<file path="config.mk">
export PLATFORM = sky130hd
export DESIGN_NAME = fdiv_arbiter
export DESIGN_NICKNAME = d
export VERILOG_FILES = /design/src/rtl/fdiv_arbiter_pkg.sv /design/src/rtl/fdiv_arbiter.sv
export SDC_FILE = /design/constraint.sdc
export NUM_CORES = 1
export LEC_CHECK = 0
export BUFFER_PORTS_ARGS = -buffer_cell sky130_fd_sc_hd__buf_2
export CAP_MARGIN = 15
export CORE_AREA = 2 2 208 210
export DETAILED_ROUTE_END_ITERATION = 7
export DIE_AREA = 0 0 210 212
export GPL_TIMING_DRIVEN = 0
export PLACE_DENSITY_LB_ADDON = 0.05
export SYNTH_ARGS = -nofsm -noshare
export SYNTH_HDL_FRONTEND = slang
export SYNTH_SLANG_ARGS = --single-unit
</file>
<file path="constraint.sdc">
create_clock -name i_clk -period 2.15 [get_ports i_clk]
set_clock_uncertainty 0.2 [all_clocks]
set_input_delay 0.3225 -clock i_clk [delete_from_list [all_inputs] [get_ports i_clk]]
set_output_delay 0.3225 -clock i_clk [all_outputs]
set_load 0.005 [all_outputs]
</file>
<file path="src/rtl/fdiv_arbiter_pkg.sv">
// Shared types and constants for the two-requester FP divider arbiter.
package fdiv_arbiter_pkg;

  typedef enum logic [1:0] {
    ST_IDLE  = 2'd0,
    ST_ISSUE = 2'd1,
    ST_WAIT  = 2'd2,
    ST_HOLD  = 2'd3
  } state_e;

  // Bit positions inside the 5-bit response flag vector
  localparam int FLAG_UNDERFLOW  = 0;
  localparam int FLAG_OVERFLOW   = 1;
  localparam int FLAG_DIVBYZERO  = 2;
  localparam int FLAG_ILLEGAL_OP = 3;
  localparam int FLAG_TIMEOUT    = 4;

  localparam logic [63:0] QNAN = 64'h7FF8_0000_0000_0000;

  localparam int WDOG_W = 16;

  typedef struct packed {
    state_e            state;
    logic              rr;
    logic              owner;
    logic [63:0]       op_a;
    logic [63:0]       op_b;
    logic [63:0]       res;
    logic [4:0]        flags;
    logic [1:0]        resp_valid;
    logic [WDOG_W-1:0] wdog;
  } regs_t;

  localparam regs_t REGS_RST = '{
    state:      ST_IDLE,
    rr:         1'b0,
    owner:      1'b0,
    op_a:       64'd0,
    op_b:       64'd0,
    res:        64'd0,
    flags:      5'd0,
    resp_valid: 2'd0,
    wdog:       16'd0
  };

  function automatic logic [1:0] onehot2(input logic idx);
    return idx ? 2'b10 : 2'b01;
  endfunction

endpackage

</file>
<file path="src/rtl/fdiv_arbiter.sv">
// Round-robin arbiter sharing one FP divider between two requesters,
// with a WAIT watchdog that answers with a timeout qNaN if the divider stalls.
module fdiv_arbiter
  import fdiv_arbiter_pkg::*;
#(
  parameter int TIMEOUT_CYCLES = 64
) (
  input  logic        i_clk,
  input  logic        i_rst,
  input  logic [1:0]  i_req_valid,
  output logic [1:0]  o_req_ready,
  input  logic [63:0] i_req_a0,
  input  logic [63:0] i_req_b0,
  input  logic [63:0] i_req_a1,
  input  logic [63:0] i_req_b1,
  output logic [1:0]  o_resp_valid,
  input  logic [1:0]  i_resp_ready,
  output logic [63:0] o_resp_res,
  output logic [4:0]  o_resp_flags,
  output logic        o_div_ena,
  output logic [63:0] o_div_a,
  output logic [63:0] o_div_b,
  input  logic [63:0] i_div_res,
  input  logic        i_div_illegal_op,
  input  logic        i_div_divbyzero,
  input  logic        i_div_overflow,
  input  logic        i_div_underflow,
  input  logic        i_div_valid,
  input  logic        i_div_busy
);

  localparam logic [WDOG_W-1:0] WDOG_LAST = WDOG_W'(TIMEOUT_CYCLES - 1);

  regs_t      r_q;
  regs_t      r_d;
  logic       gnt_idx_s;
  logic [1:0] req_ready_s;
  logic       div_ena_s;

  // Tie goes to the rr pointer; a lone requester wins regardless
  always_comb begin
    gnt_idx_s = 1'b0;
    if (i_req_valid == 2'b11) begin
      gnt_idx_s = r_q.rr;
    end else if (i_req_valid[1]) begin
      gnt_idx_s = 1'b1;
    end else begin
      gnt_idx_s = 1'b0;
    end
  end

  // Grant and issue strobes must act in the same cycle, so they stay combinational
  always_comb begin
    req_ready_s = 2'b00;
    div_ena_s   = 1'b0;
    if (!i_rst && (r_q.state == ST_IDLE) && (|i_req_valid)) begin
      req_ready_s = onehot2(gnt_idx_s);
    end else begin
      req_ready_s = 2'b00;
    end
    if (!i_rst && (r_q.state == ST_ISSUE) && !i_div_busy) begin
      div_ena_s = 1'b1;
    end else begin
      div_ena_s = 1'b0;
    end
  end

  // Next-state logic for the whole register set
  always_comb begin
    r_d = r_q;
    case (r_q.state)
      ST_IDLE: begin
        if (|i_req_valid) begin
          r_d.owner = gnt_idx_s;
          r_d.op_a  = gnt_idx_s ? i_req_a1 : i_req_a0;
          r_d.op_b  = gnt_idx_s ? i_req_b1 : i_req_b0;
          r_d.state = ST_ISSUE;
        end else begin
          r_d.state = ST_IDLE;
        end
      end
      ST_ISSUE: begin
        if (!i_div_busy) begin
          r_d.wdog  = 16'd0;
          r_d.state = ST_WAIT;
        end else begin
          r_d.state = ST_ISSUE;
        end
      end
      ST_WAIT: begin
        // A result arriving on the terminal watchdog cycle still wins
        if (i_div_valid) begin
          r_d.res                    = i_div_res;
          r_d.flags                  = 5'd0;
          r_d.flags[FLAG_ILLEGAL_OP] = i_div_illegal_op;
          r_d.flags[FLAG_DIVBYZERO]  = i_div_divbyzero;
          r_d.flags[FLAG_OVERFLOW]   = i_div_overflow;
          r_d.flags[FLAG_UNDERFLOW]  = i_div_underflow;
          r_d.resp_valid             = onehot2(r_q.owner);
          r_d.state                  = ST_HOLD;
        end else if (r_q.wdog == WDOG_LAST) begin
          r_d.res                 = QNAN;
          r_d.flags               = 5'd0;
          r_d.flags[FLAG_TIMEOUT] = 1'b1;
          r_d.resp_valid          = onehot2(r_q.owner);
          r_d.state               = ST_HOLD;
        end else begin
          r_d.wdog = r_q.wdog + 16'd1;
        end
      end
      ST_HOLD: begin
        if (i_resp_ready[r_q.owner]) begin
          r_d.resp_valid = 2'b00;
          r_d.rr         = ~r_q.owner;
          r_d.state      = ST_IDLE;
        end else begin
          r_d.state = ST_HOLD;
        end
      end
      default: begin
        r_d = REGS_RST;
      end
    endcase
  end

  // State register with synchronous reset
  always_ff @(posedge i_clk) begin
    if (i_rst) begin
      r_q <= REGS_RST;
    end else begin
      r_q <= r_d;
    end
  end

  assign o_req_ready  = req_ready_s;
  assign o_div_ena    = div_ena_s;
  assign o_div_a      = r_q.op_a;
  assign o_div_b      = r_q.op_b;
  assign o_resp_valid = r_q.resp_valid;
  assign o_resp_res   = r_q.res;
  assign o_resp_flags = r_q.flags;

endmodule

</file>
==> flow_metrics.py <==
metrics = {
    "global_route": {
        "overflow": 0,
        "grt_antenna_before_repair": 1,
        "grtUsageTotal_pct": 19.1,
        "grt_max_degree": 15,
        "grt_pass1_vias": 11487,
        "grt_pass1_wl_mm": 65.4,
    },
    "sta": {
        "finalCriticalPeriod_ns": 2.41,
        "tightest_slew_ns": 0.723,
        "tns_ns": -13.97,
        "final_max_slew_viol_count": 0,
        "slew_headroom_pct": 51.8,
        "grt_setup_unrepaired": "true",
        "hold_viol": 0,
        "clock.fmax_mhz": 415,
        "finalWorstSetupSlack_ns": -0.258,
        "period_share_pct": 112,
        "setup_viol": 86,
    },
    "logic_synthesis": {
        "synth_ff_type": "dfxtp_1",
        "yosysWarnings": 0,
        "syn_area_um2": 10100,
        "synth_nets": 1443,
        "seq_area_frac_synth_pct": 43.3,
        "async_flop_share_pct": 0,
        "synth_area_per_cell_um2": 9.12,
        "synth_edf_count": 0,
        "syn_inst": 1110,
        "ys_ff_latch": 219,
        "yosys.cell_types.count": 47,
    },
    "critical_path": {
        "r2r_cells": 7,
        "rr_endpoint": "o_resp_res[25]",
        "r2r_start": "r_q[10]",
        "end_kind": "flop",
        "required_ns": 2.40,
        "worstSetupPathType": "flop to flop",
        "cp.arrival_ns": 2.66,
        "crit_fanout": 9,
        "crit_path_start_kind": "flop",
        "rrSetupSlack_ns": -0.26,
    },
    "floorplanning": {
        "boundaryPins": 534,
        "die_h_um": 212,
        "die_w_um": 210,
        "core_region_area_um2": 42500,
        "start_util_pct": 23.8,
        "die_area_um2": 44500,
        "rows": 76,
    },
    "placed_design": {
        "io_buffers": 532,
        "dp_hpwl_mm": 31.0,
        "gp_congestion": 0.761,
    },
    "pwr": {
        "powerDensity_nw_per_um2": 634,
        "leakage_uw": 0.00925,
        "p_total_uw": 11600,
        "ir_drop_mv": 0.381,
    },
    "hold_path": {
        "hold_depth": 4,
        "min_from": "i_resp_ready[0]",
        "min_path_type": "input pin to flop",
        "hold_end": "r_q[217]",
    },
    "clock_network": {
        "insertion_delay_ns": 0.55,
        "cts_inserted_buffers": 28,
        "cts_tree": "done",
        "path_clk_slew_ns": 0.06,
        "cts_sinks": 219,
        "clockRootBuffer": "clkbuf_16",
        "cts_max_path_buffers": 3,
        "htree_levels": 1,
    },
    "cells_and_area": {
        "fillers": 4285,
        "seq_area_um2": 4390,
        "mostFrequentLayoutCells": "533 x buf_2, 328 x dlygate4sd3_1, 219 x buf_4, 213 x dfxtp_1, 144 x nand2_1",
        "final_common_cell": "buf_2",
        "drive_gt1_share_pct": 44.0,
        "final_nets": 2361,
        "syn_to_final_growth_pct": 81.6,
        "multi_input_area_um2": 4140,
    },
    "route": {
        "drt-total-wl_mm": 43.9,
        "drt-pass1-iter-count": 4,
        "drtIter0Drc": 413,
        "dr_total_vias": 10922,
        "vias_per_cell": 4.22,
        "drc": 0,
        "post_drt_wl_per_cell_um": 17.0,
        "final_antenna_net_count": 0,
    },
    "outcome": {
        "violations": "negative setup slack",
        "status": "finished with violations",
    },
    "run": {
        "max_cap_violations": 0,
    },
}
==> how the worst max path moves through the flow <==
stage / end / start / cells after the start / slack (ns)
after floorplan: o_resp_valid[0] / r_q[6] / 4 / -0.05
after detailed placement: o_div_a[52] / i_req_valid[0] / 7 / -1.33
after global routing: o_resp_valid[0] / r_q[10] / 5 / -0.33
after CTS: o_req_ready[0] / r_q[217] / 4 / -0.30
final: o_resp_res[25] / r_q[10] / 7 / -0.26
after global placement: o_div_a[52] / i_req_valid[0] / 7 / -1.26
==> synth_stat cells, drive strengths merged, types with 5 or more instances <==
cell | instances | area share (%)
nand2 | 145 | 5.4
a31oi | 6 | 0.37
nor2 | 29 | 1.1
or3 | 6 | 0.38
a22o | 56 | 4.8
dfxtp | 219 | 43
buf | 210 | 15
nand4 | 9 | 0.56
o21ai | 136 | 6.8
clkbuf | 61 | 2.3
inv | 19 | 0.70
a21oi | 9 | 0.45
o211ai | 5 | 0.37
or4 | 9 | 0.78
a211oi | 13 | 0.96
nand3 | 10 | 0.49
mux2i | 132 | 13
==> metrics by stage <==
| stage | worst slack [ns] | instances | hold slack [ns] | area [um^2] | utilization (%) |
|---|---|---|---|---|---|
| floorplan | -0.0487 | 1110 | 0.219 | 10100 | - |
| global placement | -1.26 | 2188 | 0.236 | 13500 | 31.7 |
| detailed placement | -1.33 | 2188 | 0.243 | 13500 | 31.7 |
| CTS | -0.302 | 2590 | 0.0391 | 18300 | 43.1 |
| global route | -0.332 | 2590 | 0.127 | 18400 | 43.2 |
| finish | -0.258 | 2590 | 0.106 | 18400 | 43.2 |
==> sequential cells by signal, summed over array words and instances (netlist names) <==
signal / flops
o_div_a: 64
o_div_b: 64
o_resp_flags: 5
o_resp_res: 64
o_resp_valid: 2
r_q: 20
==> cell families (layout without fill, tap and decap cells) <==
| family | Yosys count | count (layout) | synth area share (%) |
|---|---|---|---|
| AO/OA/AOI/OAI | 241 | 241 | 15.3 |
| adder cells (fa/ha/maj) | 1 | 1 | 0.124 |
| buffers and inverters | 290 | 1223 | 18.3 |
| flip-flops | 219 | 219 | 43.3 |
| multiplexers | 132 | 132 | 13.1 |
| other | 0 | 1 | 0 |
| AND/OR/NAND/NOR | 227 | 227 | 9.93 |
==> layout make-up <==
cell class                      count  share of cell area, %
Timing Repair Buffer              895                   34.5
Sequential cell                   219                   23.9
Multi-Input combinational cell    601                   22.5
Buffer                            264                   10.3
Clock buffer                       41                   4.46
Tap cell                          546                   3.72
Inverter                           19                  0.388
Clock inverter                      4                  0.184
Antenna cell                        1                 0.0136
==> metal layers <==
layer | track usage (%) | part of all wire (%) | vias up | wire length [um]
li1 | - | - | 5483 | -
met1 | 21.8 | 40 | 4956 | 17600
met2 | 34.2 | 49 | 404 | 21600
met3 | 5.18 | 7.2 | 79 | 3170
met4 | 7.14 | 3.4 | 0 | 1510
met5 | 0 | 0 | - | 0
==> power breakdown <==
part | switching (uW) | internal, uW
combinational | 1140 | 1550
sequential | 151 | 4360
clock | 1840 | 2600
==> critical path, cell delays in order, from the launching register on <==
cell       delay [ns]
dfxtp_4          0.34
or4_4            0.57
o41ai_4          0.41
buf_4            0.18
a21oi_4          0.06
buf_12           0.19
clkbuf_16        0.15
a22o_1           0.18
==> what timing repair did <==
action / 4_1_cts / 5_1_grt
pin swaps: 37 / 15
resized for setup: 121 / 46
setup endpoints to repair: 216 / 201
gates cloned: 4 / 1
buffers inserted: 28 / 3
hold endpoints to repair: 199 / 0
hold buffers: 328 / 0
No activity file was read; power rests on OpenSTA's default activity.
